`src/rtl/pixel_readout_ctrl.sv`:
```
// Frame sequencer for the 4-pixel array: ERASE -> EXPOSE -> CONVERT (ramped) -> READ,
// then streams the four captured pixel codes out on a valid/ready byte interface.
module pixel_readout_ctrl #(
    parameter int ERASE_CYC  = 5,
    parameter int EXPOSE_CYC = 255,
    parameter int RAMP_STEPS = 255,
    parameter int READ_CYC   = 3
) (
    input  logic        clk,
    input  logic        reset,
    input  logic        start,
    input  logic        continuous,
    output logic        ERASE,
    output logic        EXPOSE,
    output logic        CONVERT,
    output logic        RAMP,
    output logic        READ,
    input  logic [7:0]  DATA1,
    input  logic [7:0]  DATA2,
    input  logic [7:0]  DATA3,
    input  logic [7:0]  DATA4,
    output logic [7:0]  out_data,
    output logic [1:0]  out_idx,
    output logic        out_last,
    output logic        out_valid,
    input  logic        out_ready,
    output logic        busy,
    output logic [15:0] frame_cnt
);

    typedef enum logic [2:0] {
        S_IDLE,
        S_ERASE,
        S_EXPOSE,
        S_CONVERT,
        S_READ,
        S_STREAM
    } state_t;

    localparam logic [7:0] ERASE_LAST  = 8'(ERASE_CYC - 1);
    localparam logic [7:0] EXPOSE_LAST = 8'(EXPOSE_CYC - 1);
    localparam logic [7:0] READ_LAST   = 8'(READ_CYC - 1);
    localparam logic [7:0] RAMP_LAST   = 8'(RAMP_STEPS);

    state_t      state_q;
    logic [7:0]  phase_q;
    logic [7:0]  ramp_cnt_q;
    logic        erase_q;
    logic        expose_q;
    logic        convert_q;
    logic        ramp_q;
    logic        read_q;
    logic        busy_q;
    logic        out_valid_q;
    logic        out_last_q;
    logic [1:0]  out_idx_q;
    logic [7:0]  out_data_q;
    logic [15:0] frame_cnt_q;

    logic [7:0]  data_in [4];
    logic [7:0]  buf_q   [4];
    logic        capture_d;
    logic        fire_d;
    logic        restart_d;
    logic [1:0]  idx_next_d;

    assign data_in[0] = DATA1;
    assign data_in[1] = DATA2;
    assign data_in[2] = DATA3;
    assign data_in[3] = DATA4;

    assign capture_d  = (state_q == S_READ) && (phase_q == READ_LAST);
    assign fire_d     = out_valid_q & out_ready;
    assign restart_d  = continuous | start;
    assign idx_next_d = out_idx_q + 2'd1;

    // The array latched on READ's rising edge, so the last READ cycle sees settled codes.
    for (genvar gi = 0; gi < 4; gi++) begin : g_buf
        always_ff @(posedge clk or posedge reset) begin
            if (reset) begin
                buf_q[gi] <= '0;
            end else if (capture_d) begin
                buf_q[gi] <= data_in[gi];
            end
        end
    end

    always_ff @(posedge clk or posedge reset) begin
        if (reset) begin
            state_q     <= S_IDLE;
            phase_q     <= '0;
            ramp_cnt_q  <= '0;
            erase_q     <= 1'b0;
            expose_q    <= 1'b0;
            convert_q   <= 1'b0;
            ramp_q      <= 1'b0;
            read_q      <= 1'b0;
            busy_q      <= 1'b0;
            out_valid_q <= 1'b0;
            out_last_q  <= 1'b0;
            out_idx_q   <= '0;
            out_data_q  <= '0;
            frame_cnt_q <= '0;
        end else begin
            case (state_q)
                S_IDLE: begin
                    if (start) begin
                        state_q <= S_ERASE;
                        erase_q <= 1'b1;
                        busy_q  <= 1'b1;
                        phase_q <= '0;
                    end
                end
                S_ERASE: begin
                    if (phase_q == ERASE_LAST) begin
                        state_q  <= S_EXPOSE;
                        erase_q  <= 1'b0;
                        expose_q <= 1'b1;
                        phase_q  <= '0;
                    end else begin
                        phase_q <= phase_q + 8'd1;
                    end
                end
                S_EXPOSE: begin
                    if (phase_q == EXPOSE_LAST) begin
                        state_q    <= S_CONVERT;
                        expose_q   <= 1'b0;
                        convert_q  <= 1'b1;
                        ramp_q     <= 1'b0;
                        ramp_cnt_q <= '0;
                    end else begin
                        phase_q <= phase_q + 8'd1;
                    end
                end
                S_CONVERT: begin
                    // Low cycle first and last; each low->high counts one ramp edge.
                    if (ramp_q) begin
                        ramp_q <= 1'b0;
                    end else if (ramp_cnt_q == RAMP_LAST) begin
                        state_q   <= S_READ;
                        convert_q <= 1'b0;
                        read_q    <= 1'b1;
                        phase_q   <= '0;
                    end else begin
                        ramp_q     <= 1'b1;
                        ramp_cnt_q <= ramp_cnt_q + 8'd1;
                    end
                end
                S_READ: begin
                    if (phase_q == READ_LAST) begin
                        state_q     <= S_STREAM;
                        read_q      <= 1'b0;
                        out_valid_q <= 1'b1;
                        out_idx_q   <= 2'd0;
                        out_last_q  <= 1'b0;
                        out_data_q  <= data_in[0];
                    end else begin
                        phase_q <= phase_q + 8'd1;
                    end
                end
                S_STREAM: begin
                    if (fire_d) begin
                        if (out_last_q) begin
                            out_valid_q <= 1'b0;
                            out_last_q  <= 1'b0;
                            frame_cnt_q <= frame_cnt_q + 16'd1;
                            if (restart_d) begin
                                state_q <= S_ERASE;
                                erase_q <= 1'b1;
                                phase_q <= '0;
                            end else begin
                                state_q <= S_IDLE;
                                busy_q  <= 1'b0;
                            end
                        end else begin
                            out_idx_q  <= idx_next_d;
                            out_data_q <= buf_q[idx_next_d];
                            out_last_q <= (idx_next_d == 2'd3);
                        end
                    end
                end
                default: begin
                    state_q <= S_IDLE;
                    busy_q  <= 1'b0;
                end
            endcase
        end
    end

    assign ERASE     = erase_q;
    assign EXPOSE    = expose_q;
    assign CONVERT   = convert_q;
    assign RAMP      = ramp_q;
    assign READ      = read_q;
    assign busy      = busy_q;
    assign out_valid = out_valid_q;
    assign out_last  = out_last_q;
    assign out_idx   = out_idx_q;
    assign out_data  = out_data_q;
    assign frame_cnt = frame_cnt_q;

endmodule

```
`config.mk`:
```
export PLATFORM = sky130hd
export DESIGN_NAME = pixel_readout_ctrl
export DESIGN_NICKNAME = d
export VERILOG_FILES = /design/src/rtl/pixel_readout_ctrl.sv
export SDC_FILE = /design/constraint.sdc
export NUM_CORES = 1
export LEC_CHECK = 0
export ABC_AREA = 1
export BUFFER_PORTS_ARGS = -buffer_cell sky130_fd_sc_hd__buf_2
export CORE_MARGIN = 1.5
export CORE_UTILIZATION = 62
export CTS_BUF_LIST = sky130_fd_sc_hd__clkbuf_16
export CTS_CLUSTER_SIZE = 25
export DETAILED_ROUTE_END_ITERATION = 12
export PLACE_DENSITY = 0.86
export SYNTH_ARGS = -nofsm -noshare
export SYNTH_HDL_FRONTEND = slang
export SYNTH_SLANG_ARGS = --single-unit
```
`constraint.sdc`:
```
create_clock -name clk -period 4.1 [get_ports clk]
set_input_delay 0.615 -clock clk [delete_from_list [all_inputs] [get_ports clk]]
set_output_delay 0.615 -clock clk [all_outputs]
set_load 0.03 [all_outputs]
```
==> out/summary.json, run 1 <==
{
  "insertion_delay": {"value": 0.34, "unit": "ns"},
  "synth.area.top_cells": {"value": "dfrtp_1, nand2_1, nand3_1"},
  "synth_most_common_cell": {"value": "nand2_1"},
  "drc": {"value": 0},
  "synth_enable_flop_cells": {"value": 0},
  "synth.lib_cells_used.distinct": {"value": 34},
  "htree_levels": {"value": 3},
  "mapped_cell_area": {"value": 4670, "unit": "sq um"},
  "timing.setup.tns": {"value": 0, "unit": "ns"},
  "number_of_instances_resized_during_post_cts_repair": {"value": 0},
  "violation_count_after_the_first_detailed_routing_iteration": {"value": 458},
  "cell_count_after_placement": {"value": 791},
  "reg2reg_setup_slack": {"value": 1.30, "unit": "ns"},
  "die_width": {"value": 89.8, "unit": "um"},
  "cts.clk_slew.worst_paths": {"value": 0.07, "unit": "ns"},
  "synth_xor_area_share": {"value": 2.81, "unit": "%"},
  "drtAntennaViolNets": {"value": 0},
  "slew_violations": {"value": 0},
  "worst_slack": {"value": 1.30, "unit": "ns"},
  "synth_fa_ha_area_share": {"value": 1.61, "unit": "%"},
  "postSynthNetCount": {"value": 679},
  "synth.top_cells.by_count": {"value": "nand2_1, dfrtp_1, inv_1"},
  "drt_pre_antenna_iters": {"value": 5},
  "hold_ws": {"value": 0.463, "unit": "ns"},
  "postCtsSetupRepairBufs": {"value": 0},
  "clock_sinks": {"value": 85},
  "ir_drop": {"value": 0.407, "unit": "mV"},
  "pre_cts_ws": {"value": 1.61, "unit": "ns"},
  "die_h": {"value": 89.8, "unit": "um"},
  "dieArea": {"value": 8070, "unit": "sq um"},
  "total_routed_length": {"value": 11.3, "unit": "mm"},
  "path_class": {"value": "flip-flop to flip-flop"},
  "max_freq": {"value": 357, "unit": "MHz"},
  "ys_warn_count": {"value": 0},
  "yosys.area_share.simple": {"value": 36.3, "unit": "%"},
  "critical_path.endpoint_type": {"value": "flip-flop"},
  "wl_per_cell": {"value": 13.9, "unit": "um"},
  "placementRows": {"value": 31},
  "clock_tree.buffer_depth": {"value": 2},
  "cp_data_arrival_time": {"value": 3.04, "unit": "ns"},
  "synth_top_family_by_area": {"value": "simple AND/OR/NAND/NOR gates"},
  "worst_slew_margin_rel": {"value": 33.7, "unit": "%"},
  "hold-path-cell-count": {"value": 3},
  "timing.final.crit_period": {"value": 2.80, "unit": "ns"},
  "ys_ff_latch": {"value": 85},
  "ys_dominant_reg_cell": {"value": "dfrtp_1"},
  "yosys-mux-area-fraction": {"value": 0, "unit": "%"},
  "dr_total_vias": {"value": 4461},
  "synth-compound-area-share": {"value": 7.09, "unit": "%"},
  "avgSynthCellArea": {"value": 7.35, "unit": "sq um"},
  "hold_start": {"value": "DATA3[5]"},
  "synth.yosys.seq_area_share": {"value": 45.5, "unit": "%"},
  "yosysTopAreaCell": {"value": "dfrtp_1"},
  "tightest_slew": {"value": 0.994, "unit": "ns"},
  "hp-class": {"value": "primary input to flip-flop"},
  "maximum_number_of_pins_on_one_net_before_global_route_repair": {"value": 61},
  "worst_hold_path.endpoint": {"value": "buf_q[13]"},
  "timing.critical_path.required": {"value": 4.34, "unit": "ns"},
  "critPathLaunch": {"value": "out_idx[0]"},
  "clock_skew": {"value": 0.00793, "unit": "ns"},
  "worstReg2RegEnd": {"value": "out_data[1]"},
  "track_usage": {"value": 29.1, "unit": "%"},
  "num-fill-cells": {"value": 576},
  "ioPinCount": {"value": 71},
  "post_synth_top_area_share": {"value": 45.5, "unit": "%"},
  "antenna_found_initial": {"value": 0},
  "layout_area_overhead": {"value": 15.6, "unit": "%"},
  "finalSetupViolations": {"value": 0},
  "port_buffers": {"value": 70},
  "stdcell_count": {"value": 807},
  "grt_first_pass_wirelength": {"value": 19.0, "unit": "mm"},
  "sort_of_element_at_the_start_of_the_critical_path": {"value": "flip-flop"},
  "min_period_over_period": {"value": 68.3, "unit": "%"},
  "static-leakage-power": {"value": 2.83, "unit": "nW"},
  "final_replace_weighted_congestion": {"value": 0.911},
  "max_cap_viol_count": {"value": 0},
  "post_synth_inst_count": {"value": 636},
  "final_layout_size_suffix_gt1_share": {"value": 15.8, "unit": "%"},
  "rsz0062_at_grt": {"value": "false"},
  "nets": {"value": 746},
  "n_antenna_cell": {"value": 0},
  "vias_per_cell": {"value": 5.53},
  "cts_hold_buffers": {"value": 0},
  "globalRouteOverflowTotal": {"value": 0},
  "r2r.worst_path.cells": {"value": 9},
  "synth-async-reset-ratio": {"value": 100, "unit": "%"},
  "first_global_vias": {"value": 4086},
  "reg2reg_from": {"value": "out_idx[0]"},
  "power_per_cell_area": {"value": 621, "unit": "nW/um^2"},
  "status": {"value": "finished, final reports clean"},
  "cts_tree": {"value": "yes"},
  "initial_utilization": {"value": 64.1, "unit": "%"},
  "floorplan.core_area": {"value": 7290, "unit": "sq um"},
  "hold_viol_final": {"value": 0},
  "cts-buffers-inserted": {"value": 9},
  "cts-root-buf": {"value": "clkbuf_16"},
  "critical_path_fanout_max": {"value": 29},
  "post-dp-hpwl": {"value": 7.66, "unit": "mm"}
}
area by class of cell:
| cell class | count | area (sq um) | area share, % |
|---|---|---|---|
| tap | 99 | 124 | 2.29 |
| sequential | 85 | 2130 | 39.4 |
| multi-input combinational | 476 | 2240 | 41.5 |
| timing repair buffer | 72 | 365 | 6.76 |
| clock buffer | 9 | 225 | 4.17 |
| clock inverter | 7 | 97.6 | 1.81 |
| inverter | 59 | 223 | 4.12 |
where the power goes:
part,internal [mW],switching [mW]
Combinational,0.364,0.837
Clock,0.536,0.350
Sequential,1.08,0.186
worst max-delay path, stage by stage, from the launching register on:
cell and delay (ns):
dfrtp_1 0.85, clkinv_1 0.46, ha_1 0.50, inv_1 0.22
a21oi_1 0.20, o21ai_0 0.16, nand3_1 0.14, nand2_1 0.05
nand2_1 0.06, nand2_1 0.05
cell usage in the layout, fill, tap and decap left out, drive strengths merged:
cell      count
ha            6
nor3          8
clkinvlp      3
nand3b        2
xnor2         4
a21oi        16
bufinv        2
o211ai        2
o21bai        1
nand3        57
nand2       272
clkbuf        9
dfrtp        85
clkinv        3
nor2         51
o21ai        39
a21boi        1
nand4         5
o22ai         1
inv          58
xor2         11
buf          72
cells by family (layout without fill, tap and decap cells):
logic type	count (synthesis)	count (layout)
compound gates	60	60
xor+xnor	15	15
fa+ha+maj	6	6
buf+inv	75	147
flops	85	85
simple gates	395	395
through the flow:
stage | utilization [%] | total power, mW | instance area (sq um)
3_5_place_dp | 69.6 | 2.43 | 5080
4_1_cts | 74.1 | 3.34 | 5400
2_1_floorplan | - | 2.13 | 4670
3_3_place_gp | 69.6 | 2.39 | 5080
6_report | 74.1 | 3.35 | 5400
5_1_grt | 74.1 | 3.56 | 5400
sequential cells by signal, indices dropped and copies added (netlist names), 2 cells and up:
register    count
buf_q          32
frame_cnt      16
out_data        8
out_idx         2
phase_q         8
ramp_cnt_q      8
state_q         3
worst max path at each step:
stage | slack, ns | to | cells after the start
floorplan | 1.29 | CONVERT | 1
finish | 1.30 | out_data[1] | 9
global placement | 1.77 | out_data[3] | 9
global route | 0.94 | out_data[1] | 9
detailed placement | 1.61 | out_data[3] | 9
CTS | 1.40 | out_data[3] | 9
per-layer routing:
layer  track usage [%]  share of wire, %  vias to the layer above
met2              48.3                49                      186
met1              37.7                42                     2103
met4              11.8               2.1                        0
li1                  -                 -                     2143
met3              5.67               6.8                       29
met5                 0                 0                        -
Power figures use the tool's default switching activity.
==> run 2, diff against run 1 <==
--- a/config.mk
+++ b/config.mk
@@ -8,11 +8,11 @@
 export ABC_AREA = 1
 export BUFFER_PORTS_ARGS = -buffer_cell sky130_fd_sc_hd__buf_2
 export CORE_MARGIN = 1.5
-export CORE_UTILIZATION = 62
+export CORE_UTILIZATION = 57
 export CTS_BUF_LIST = sky130_fd_sc_hd__clkbuf_16
 export CTS_CLUSTER_SIZE = 25
 export DETAILED_ROUTE_END_ITERATION = 12
-export PLACE_DENSITY = 0.86
+export PLACE_DENSITY = 0.8
 export SYNTH_ARGS = -nofsm -noshare
 export SYNTH_HDL_FRONTEND = slang
 export SYNTH_SLANG_ARGS = --single-unit
==> constraint.sdc (replaced) <==
create_clock -name clk -period 2.7 [get_ports clk]
set_input_delay 0.405 -clock clk [delete_from_list [all_inputs] [get_ports clk]]
set_output_delay 0.405 -clock clk [all_outputs]
set_load 0.03 [all_outputs]
==> out/summary.json, run 2 (synthesis results as in run 1) <==
{
  "status": {"value": "finished, final reports clean", "change": "unchanged"},
  "top_layer": {"value": "met4", "change": "unchanged"},
  "timing.final.crit_period": {"value": 2.06, "unit": "ns", "change": "was 2.80 ns"},
  "first_global_vias": {"value": 3994, "change": "was 4086"},
  "top_library_cells_by_usage_in_the_layout_fill_and_taps_aside": {"value": "nand2_1, dfrtp_1, buf_2, inv_1, nand3_1", "change": "unchanged"},
  "vias_per_cell": {"value": 5.31, "change": "was 5.53"},
  "number_of_instances_resized_during_post_cts_repair": {"value": 0, "change": "unchanged"},
  "hp-class": {"value": "primary input to async pin", "change": "was primary input to flip-flop"},
  "wl_per_cell": {"value": 13.1, "unit": "um", "change": "was 13.9 um"},
  "cell_count_after_placement": {"value": 796, "change": "was 791"},
  "layout.core_utilization": {"value": 68.7, "unit": "%", "change": "was 74.1%"},
  "detail_route.wirelength.met1": {"value": 4.88, "unit": "mm", "change": "was 4.69 mm"},
  "cts-buffers-inserted": {"value": 9, "change": "unchanged"},
  "min_period_over_period": {"value": 76.3, "unit": "%", "change": "was 68.3%"},
  "htree_levels": {"value": 3, "change": "unchanged"},
  "clock_tree.buffer_depth": {"value": 2, "change": "unchanged"},
  "placementRows": {"value": 32, "change": "was 31"},
  "routed-wl-met3": {"value": 645, "unit": "um", "change": "was 770 um"},
  "postPlaceCellArea": {"value": 5110, "unit": "sq um", "change": "was 5080 sq um"},
  "ioPinCount": {"value": 71, "change": "unchanged"},
  "port_buffers": {"value": 70, "change": "unchanged"},
  "tightest_slew": {"value": 0.587, "unit": "ns", "change": "was 0.994 ns"},
  "cts_hold_buffers": {"value": 0, "change": "unchanged"},
  "critical_path.endpoint_type": {"value": "flip-flop", "change": "unchanged"},
  "dr_total_vias": {"value": 4311, "change": "was 4461"},
  "cts_tree": {"value": "yes", "change": "unchanged"},
  "hold_viol_final": {"value": 0, "change": "unchanged"},
  "drc": {"value": 0, "change": "unchanged"},
  "power": {"value": 4.88, "unit": "mW", "change": "was 3.35 mW"},
  "die_width": {"value": 93.6, "unit": "um", "change": "was 89.8 um"},
  "worst_slack": {"value": 0.639, "unit": "ns", "change": "was 1.30 ns"},
  "layout_area_overhead": {"value": 15.4, "unit": "%", "change": "was 15.6%"},
  "insertion_delay": {"value": 0.33, "unit": "ns", "change": "was 0.34 ns"},
  "initial_utilization": {"value": 59.6, "unit": "%", "change": "was 64.1%"},
  "post-dp-hpwl": {"value": 7.74, "unit": "mm", "change": "was 7.66 mm"},
  "die_h": {"value": 93.6, "unit": "um", "change": "was 89.8 um"},
  "clock_skew": {"value": 0.00631, "unit": "ns", "change": "was 0.00793 ns"},
  "clock_sinks": {"value": 85, "change": "unchanged"},
  "static-leakage-power": {"value": 2.85, "unit": "nW", "change": "was 2.83 nW"},
  "cp_data_arrival_time": {"value": 2.28, "unit": "ns", "change": "was 3.04 ns"},
  "antenna_found_initial": {"value": 0, "change": "unchanged"},
  "pre_cts_ws": {"value": 0.681, "unit": "ns", "change": "was 1.61 ns"},
  "nets": {"value": 748, "change": "was 746"},
  "worst_slew_margin_rel": {"value": 60.6, "unit": "%", "change": "was 33.7%"},
  "finalSetupViolations": {"value": 0, "change": "unchanged"},
  "final_replace_weighted_congestion": {"value": 0.886, "change": "was 0.911"},
  "cts.clk_slew.worst_paths": {"value": 0.06, "unit": "ns", "change": "was 0.07 ns"},
  "track_usage": {"value": 26.1, "unit": "%", "change": "was 29.1%"},
  "critical_path_fanout_max": {"value": 14, "change": "was 29"},
  "timing.critical_path.required": {"value": 2.92, "unit": "ns", "change": "was 4.34 ns"},
  "fin_area": {"value": 5390, "unit": "sq um", "change": "was 5400 sq um"},
  "dieArea": {"value": 8750, "unit": "sq um", "change": "was 8070 sq um"},
  "n_antenna_cell": {"value": 0, "change": "unchanged"},
  "floorplan.core_area": {"value": 7850, "unit": "sq um", "change": "was 7290 sq um"},
  "timing.setup.tns": {"value": 0, "unit": "ns", "change": "unchanged"},
  "max_freq": {"value": 485, "unit": "MHz", "change": "was 357 MHz"},
  "path_class": {"value": "flip-flop to flip-flop", "change": "unchanged"},
  "max_cap_viol_count": {"value": 0, "change": "unchanged"},
  "num-fill-cells": {"value": 657, "change": "was 576"},
  "drtAntennaViolNets": {"value": 0, "change": "unchanged"},
  "drt_pre_antenna_iters": {"value": 5, "change": "unchanged"},
  "slew_violations": {"value": 0, "change": "unchanged"},
  "ir_drop": {"value": 0.583, "unit": "mV", "change": "was 0.407 mV"},
  "hold_ws": {"value": 0.112, "unit": "ns", "change": "was 0.463 ns"},
  "violation_count_after_the_first_detailed_routing_iteration": {"value": 183, "change": "was 458"},
  "sort_of_element_at_the_start_of_the_critical_path": {"value": "flip-flop", "change": "unchanged"},
  "max_flop_register": {"value": "buf_q", "change": "unchanged"},
  "final_layout_size_suffix_gt1_share": {"value": 15.6, "unit": "%", "change": "was 15.8%"},
  "globalRouteOverflowTotal": {"value": 0, "change": "unchanged"},
  "largest_register_ffs": {"value": 32, "change": "unchanged"},
  "final_common_cell": {"value": "nand2_1", "change": "unchanged"},
  "postCtsSetupRepairBufs": {"value": 0, "change": "unchanged"},
  "cts-root-buf": {"value": "clkbuf_16", "change": "unchanged"},
  "maximum_number_of_pins_on_one_net_before_global_route_repair": {"value": 54, "change": "was 61"},
  "grt_first_pass_wirelength": {"value": 18.1, "unit": "mm", "change": "was 19.0 mm"},
  "power_per_cell_area": {"value": 905, "unit": "nW/um^2", "change": "was 621 nW/um^2"},
  "rsz0062_at_grt": {"value": "false", "change": "unchanged"},
  "routed-wl-met2": {"value": 5.01, "unit": "mm", "change": "was 5.55 mm"},
  "total_routed_length": {"value": 10.7, "unit": "mm", "change": "was 11.3 mm"},
  "stdcell_count": {"value": 812, "change": "was 807"}
}
==> run 2: report_power, final <==
part | switching [mW] | internal (mW) | total (mW) | leakage, nW
Sequential | 0.261 | 1.64 | 1.90 | 1.02
Combinational | 1.23 | 0.560 | 1.79 | 1.68
Clock | 0.488 | 0.704 | 1.19 | 0.147
Total | 1.97 | 2.91 | 4.88 | 2.85
==> run 2: area by class of cell <==
type	instances	area [sq um]	area share, %
clock buffers	9	225	4.18
inverters	59	223	4.13
multi-input cells	476	2240	41.5
clock inverters	7	58.8	1.09
flip-flops and latches	85	2130	39.4
repair buffers	74	393	7.28
well taps	102	128	2.37
==> run 2: routing by layer <==
metal  vias up  GRT usage [%]
li1       2142              -
met1      2010           36.4
met2       143           41.7
met3        16           4.96
met4         0           7.34
met5         -              0
==> run 2: worst max-delay path, stage by stage, from the launching register on <==
cell,delay [ns]
dfrtp_1,0.50
inv_1,0.16
nand3_4,0.17
inv_2,0.25
nand2_1,0.16
o211ai_2,0.26
inv_1,0.26
nand2_1,0.12
nand2_1,0.05
==> run 2: path summary, 6_finish.rpt <==
check                           endpoint  cells past startpoint  slack [ns]   startpoint
min                        frame_cnt[12]                      2        0.11        reset
max reg2reg                  out_data[7]                      8        0.64   state_q[1]
max                          out_data[7]                      8        0.64   state_q[1]
min reg2reg                  out_data[7]                      2        0.49  out_data[7]
min in group clk               buf_q[14]                      3        0.27     DATA3[6]
max in group asynchronous       buf_q[4]                      3        1.92        reset
==> run 3, diff against run 2 <==
--- a/config.mk
+++ b/config.mk
@@ -5,10 +5,10 @@
 export SDC_FILE = /design/constraint.sdc
 export NUM_CORES = 1
 export LEC_CHECK = 0
-export ABC_AREA = 1
+export ABC_AREA = 0
 export BUFFER_PORTS_ARGS = -buffer_cell sky130_fd_sc_hd__buf_2
 export CORE_MARGIN = 1.5
-export CORE_UTILIZATION = 57
+export CORE_UTILIZATION = 56
 export CTS_BUF_LIST = sky130_fd_sc_hd__clkbuf_16
 export CTS_CLUSTER_SIZE = 25
 export DETAILED_ROUTE_END_ITERATION = 12
==> constraint.sdc (replaced) <==
create_clock -name clk -period 2.1 [get_ports clk]
set_input_delay 0.315 -clock clk [delete_from_list [all_inputs] [get_ports clk]]
set_output_delay 0.315 -clock clk [all_outputs]
set_load 0.03 [all_outputs]
==> out/summary.json, run 3 <==
{
  "floorplan.core_area": {"value": 7250, "unit": "sq um", "change": "was 7850 sq um"},
  "yosys-mux-area-fraction": {"value": 18.5, "unit": "%", "change": "was 0%"},
  "synth_most_common_cell": {"value": "dfrtp_1", "change": "was nand2_1"},
  "globalRouteOverflowTotal": {"value": 0, "change": "unchanged"},
  "max_flop_register": {"value": "buf_q", "change": "unchanged"},
  "cell_count_after_placement": {"value": 538, "change": "was 796"},
  "post_synth_top_area_share": {"value": 50.7, "unit": "%", "change": "was 45.5%"},
  "final_common_cell": {"value": "dfrtp_1", "change": "was nand2_1"},
  "port_buffers": {"value": 70, "change": "unchanged"},
  "nets": {"value": 498, "change": "was 748"},
  "timing.critical_path.required": {"value": 2.32, "unit": "ns", "change": "was 2.92 ns"},
  "clock_sinks": {"value": 85, "change": "unchanged"},
  "dieArea": {"value": 8010, "unit": "sq um", "change": "was 8750 sq um"},
  "drc": {"value": 0, "change": "unchanged"},
  "cts.clk_slew.worst_paths": {"value": 0.06, "unit": "ns", "change": "about the same"},
  "finalSetupViolations": {"value": 52, "change": "was 0"},
  "vias_per_cell": {"value": 5.80, "change": "was 5.31"},
  "violation_count_after_the_first_detailed_routing_iteration": {"value": 225, "change": "was 183"},
  "largest_delay_contributor_family_on_the_critical_path": {"value": "simple AND/OR/NAND/NOR gates", "change": "was buffers and inverters"},
  "avgSynthCellArea": {"value": 11.9, "unit": "sq um", "change": "was 7.35 sq um"},
  "worstReg2RegEnd": {"value": "phase_q[0]", "change": "was out_data[7]"},
  "power_per_cell_area": {"value": 632, "unit": "nW/um^2", "change": "was 905 nW/um^2"},
  "critical_path.endpoint_type": {"value": "flip-flop", "change": "unchanged"},
  "max_cap_viol_count": {"value": 0, "change": "unchanged"},
  "postSynthNetCount": {"value": 396, "change": "was 679"},
  "largest_register_ffs": {"value": 32, "change": "unchanged"},
  "clock_tree.buffer_depth": {"value": 2, "change": "unchanged"},
  "placementRows": {"value": 31, "change": "was 32"},
  "sort_of_element_at_the_start_of_the_critical_path": {"value": "flip-flop", "change": "unchanged"},
  "insertion_delay": {"value": 0.34, "unit": "ns", "change": "was 0.33 ns"},
  "cts_tree": {"value": "yes", "change": "unchanged"},
  "die_h": {"value": 89.5, "unit": "um", "change": "was 93.6 um"},
  "total_routed_length": {"value": 9.30, "unit": "mm", "change": "was 10.7 mm"},
  "rsz0062_at_grt": {"value": "true", "change": "was false"},
  "slew_violations": {"value": 0, "change": "unchanged"},
  "top_library_cells_by_usage_in_the_layout_fill_and_taps_aside": {"value": "dfrtp_1, buf_2, mux2_2, buf_4, nand2_1", "change": "was nand2_1, dfrtp_1, buf_2, inv_1, nand3_1"},
  "cts_hold_buffers": {"value": 0, "change": "unchanged"},
  "ioPinCount": {"value": 71, "change": "unchanged"},
  "final_replace_weighted_congestion": {"value": 0.873, "change": "was 0.886"},
  "critical_path_buf_inv_count": {"value": 1, "change": "was 3"},
  "maximum_number_of_pins_on_one_net_before_global_route_repair": {"value": 36, "change": "was 54"},
  "initial_utilization": {"value": 57.8, "unit": "%", "change": "was 59.6%"},
  "crit_path_top_delay_cell": {"value": "or4_4", "change": "was dfrtp_1"},
  "n_antenna_cell": {"value": 0, "change": "unchanged"},
  "post_synth_inst_count": {"value": 353, "change": "was 636"},
  "synth.yosys.seq_area_share": {"value": 50.7, "unit": "%", "change": "was 45.5%"},
  "status": {"value": "finished, violations left", "change": "was finished, final reports clean"},
  "reg2reg_setup_slack": {"value": -0.15, "unit": "ns", "change": "was 0.64 ns"},
  "yosysTopAreaCell": {"value": "dfrtp_1", "change": "unchanged"},
  "synth.lib_cells_used.distinct": {"value": 51, "change": "was 34"},
  "failed_checks": {"value": "negative setup slack"},
  "antenna_found_initial": {"value": 0, "change": "unchanged"},
  "post-dp-hpwl": {"value": 6.40, "unit": "mm", "change": "was 7.74 mm"},
  "ys_dominant_reg_cell": {"value": "dfrtp_1", "change": "unchanged"},
  "synth-compound-area-share": {"value": 7.82, "unit": "%", "change": "was 7.09%"},
  "max_freq": {"value": 444, "unit": "MHz", "change": "was 485 MHz"},
  "ys_ff_latch": {"value": 85, "change": "unchanged"},
  "cts-root-buf": {"value": "clkbuf_16", "change": "unchanged"},
  "cts-buffers-inserted": {"value": 9, "change": "unchanged"},
  "synth_top_family_by_area": {"value": "multiplexers", "change": "was simple AND/OR/NAND/NOR gates"},
  "reg2reg_from": {"value": "phase_q[7]", "change": "was state_q[1]"},
  "drtAntennaViolNets": {"value": 0, "change": "unchanged"},
  "stdcell_count": {"value": 558, "change": "was 812"},
  "worst_path_most_repeated_cell": {"value": "or3_4", "change": "was nand2_1"},
  "tightest_slew": {"value": 0.609, "unit": "ns", "change": "was 0.587 ns"},
  "synth_fa_ha_area_share": {"value": 1.79, "unit": "%", "change": "was 1.61%"},
  "static-leakage-power": {"value": 2.61, "unit": "nW", "change": "was 2.85 nW"},
  "synth-async-reset-ratio": {"value": 100, "unit": "%", "change": "unchanged"},
  "track_usage": {"value": 24.3, "unit": "%", "change": "was 26.1%"},
  "min_period_over_period": {"value": 107, "unit": "%", "change": "was 76.3%"},
  "timing.final.crit_period": {"value": 2.25, "unit": "ns", "change": "was 2.06 ns"},
  "clock_skew": {"value": 0.00701, "unit": "ns", "change": "was 0.00631 ns"},
  "synth.area.top_cells": {"value": "dfrtp_1, mux2_2, mux4_2", "change": "was dfrtp_1, nand2_1, nand3_1"},
  "wl_per_cell": {"value": 16.7, "unit": "um", "change": "was 13.1 um"},
  "pre_cts_ws": {"value": -0.147, "unit": "ns", "change": "was 0.681 ns"},
  "worst_slew_margin_rel": {"value": 59.3, "unit": "%", "change": "was 60.6%"},
  "ir_drop": {"value": 0.455, "unit": "mV", "change": "was 0.583 mV"},
  "max_stage_delay": {"value": 0.54, "unit": "ns", "change": "was 0.50 ns"},
  "critPathLaunch": {"value": "phase_q[7]", "change": "was state_q[1]"},
  "mapped_cell_area": {"value": 4190, "unit": "sq um", "change": "was 4670 sq um"},
  "hold_viol_final": {"value": 0, "change": "unchanged"},
  "first_global_vias": {"value": 3228, "change": "was 3994"},
  "layout.core_utilization": {"value": 72.7, "unit": "%", "change": "was 68.7%"},
  "dr_total_vias": {"value": 3236, "change": "was 4311"},
  "final_layout_size_suffix_gt1_share": {"value": 42.5, "unit": "%", "change": "was 15.6%"},
  "die_width": {"value": 89.5, "unit": "um", "change": "was 93.6 um"},
  "worst_slack": {"value": -0.152, "unit": "ns", "change": "was 0.639 ns"},
  "critical_path_fanout_max": {"value": 3, "change": "was 14"},
  "path_class": {"value": "flip-flop to flip-flop", "change": "unchanged"},
  "htree_levels": {"value": 3, "change": "unchanged"},
  "crit_chain": {"value": "or4_4, or3_4, buf_4, a21oi_4, or3_4, mux2_2", "change": "was inv_1, nand3_4, inv_2, nand2_1, o211ai_2, inv_1, nand2_1, nand2_1"},
  "synth_enable_flop_cells": {"value": 0, "change": "unchanged"},
  "yosys.area_share.simple": {"value": 13.7, "unit": "%", "change": "was 36.3%"},
  "cp_data_arrival_time": {"value": 2.47, "unit": "ns", "change": "was 2.28 ns"},
  "layout_area_overhead": {"value": 25.7, "unit": "%", "change": "was 15.4%"},
  "ys_warn_count": {"value": 0, "change": "unchanged"},
  "r2r.worst_path.cells": {"value": 6, "change": "was 8"},
  "synth.top_cells.by_count": {"value": "dfrtp_1, mux2_2, nand2_1", "change": "was nand2_1, dfrtp_1, inv_1"},
  "drt_pre_antenna_iters": {"value": 4, "change": "was 5"},
  "synth_xor_area_share": {"value": 4.81, "unit": "%", "change": "was 2.81%"},
  "grt_first_pass_wirelength": {"value": 14.8, "unit": "mm", "change": "was 18.1 mm"},
  "hp-class": {"value": "primary input to async pin", "change": "unchanged"}
}
run 3: changes by cell type after synthesis, sizes merged, moves of 8 or more:
| cell | delta |
|---|---|
| nand3 | -41 |
| mux2 | +52 |
| mux4 | +8 |
| nor2 | -34 |
| xnor2 | +10 |
| inv | -49 |
| nand2 | -251 |
| o21ai | -24 |
run 3: worst register-to-register path: stages, from the launching register on:
cell and delay, ns:
dfrtp_1 0.38, or4_4 0.54, or3_4 0.44, buf_4 0.16
a21oi_4 0.13, or3_4 0.16, mux2_2 0.33
run 3: report_power, final:
group / total (mW) / switching (mW) / internal, mW
Sequential: 1.64 / 0 / 1.64
Combinational: 0.0880 / 0.0502 / 0.0377
Clock: 1.61 / 0.679 / 0.930
run 3: repair_timing:
action | CTS | global route
pin swaps | 0 | 5
endpoints found under the hold margin | 0 | 0
setup endpoints to repair | 52 | 55
resized for setup | 5 | 12
cloned | 0 | 1
buffers inserted | 3 | 1
run 3: kinds of logic (layout without fill, tap and decap cells):
kind of cell	after synthesis	in the layout
AO/OA/AOI/OAI	50	50
XOR/XNOR	23	23
adder cells (fa/ha/maj)	6	6
buffers and inverters	23	128
flip-flops	85	85
multiplexers	61	61
AND/OR/NAND/NOR	105	106
run 3: metal layers:
metal  global-route usage, %  wire length (um)  vias to the layer above
met5                       0                 0                        -
met4                    10.1               225                        0
met3                    5.54               476                       20
met2                    41.8              4670                      116
met1                    29.5              3920                     1601
li1                        -                 -                     1499
run 3: per-stage QoR:
stage	instance area (sq um)	power, mW	hold WS [ns]	TNS [ns]
floorplan	4240	1.70	0.450	-5.56
global placement	4880	1.75	0.412	-2.67
detailed placement	4880	1.76	0.414	-3.99
CTS	5220	3.36	0.0560	-4.96
global route	5270	3.43	0.0913	-7.19
finish	5270	3.33	0.0429	-5.46
run 3: worst max path at each step:
stage                 end  slack [ns]  depth (start not counted)
6_report       phase_q[0]       -0.15                          6
5_1_grt         buf_q[14]       -0.18                          5
4_1_cts          buf_q[7]       -0.12                          5
3_5_place_dp    buf_q[12]       -0.15                          5
3_3_place_gp     buf_q[4]       -0.10                          5
2_1_floorplan   buf_q[10]       -0.18                          5
run 3: cell type report:
cell class	count	area, sq um
repair buffers	104	654
flip-flops and latches	85	2130
well taps	99	124
multi-input cells	246	2030
fillers	506	1980
inverters	9	40.0
clock buffers	9	225
clock inverters	6	71.3
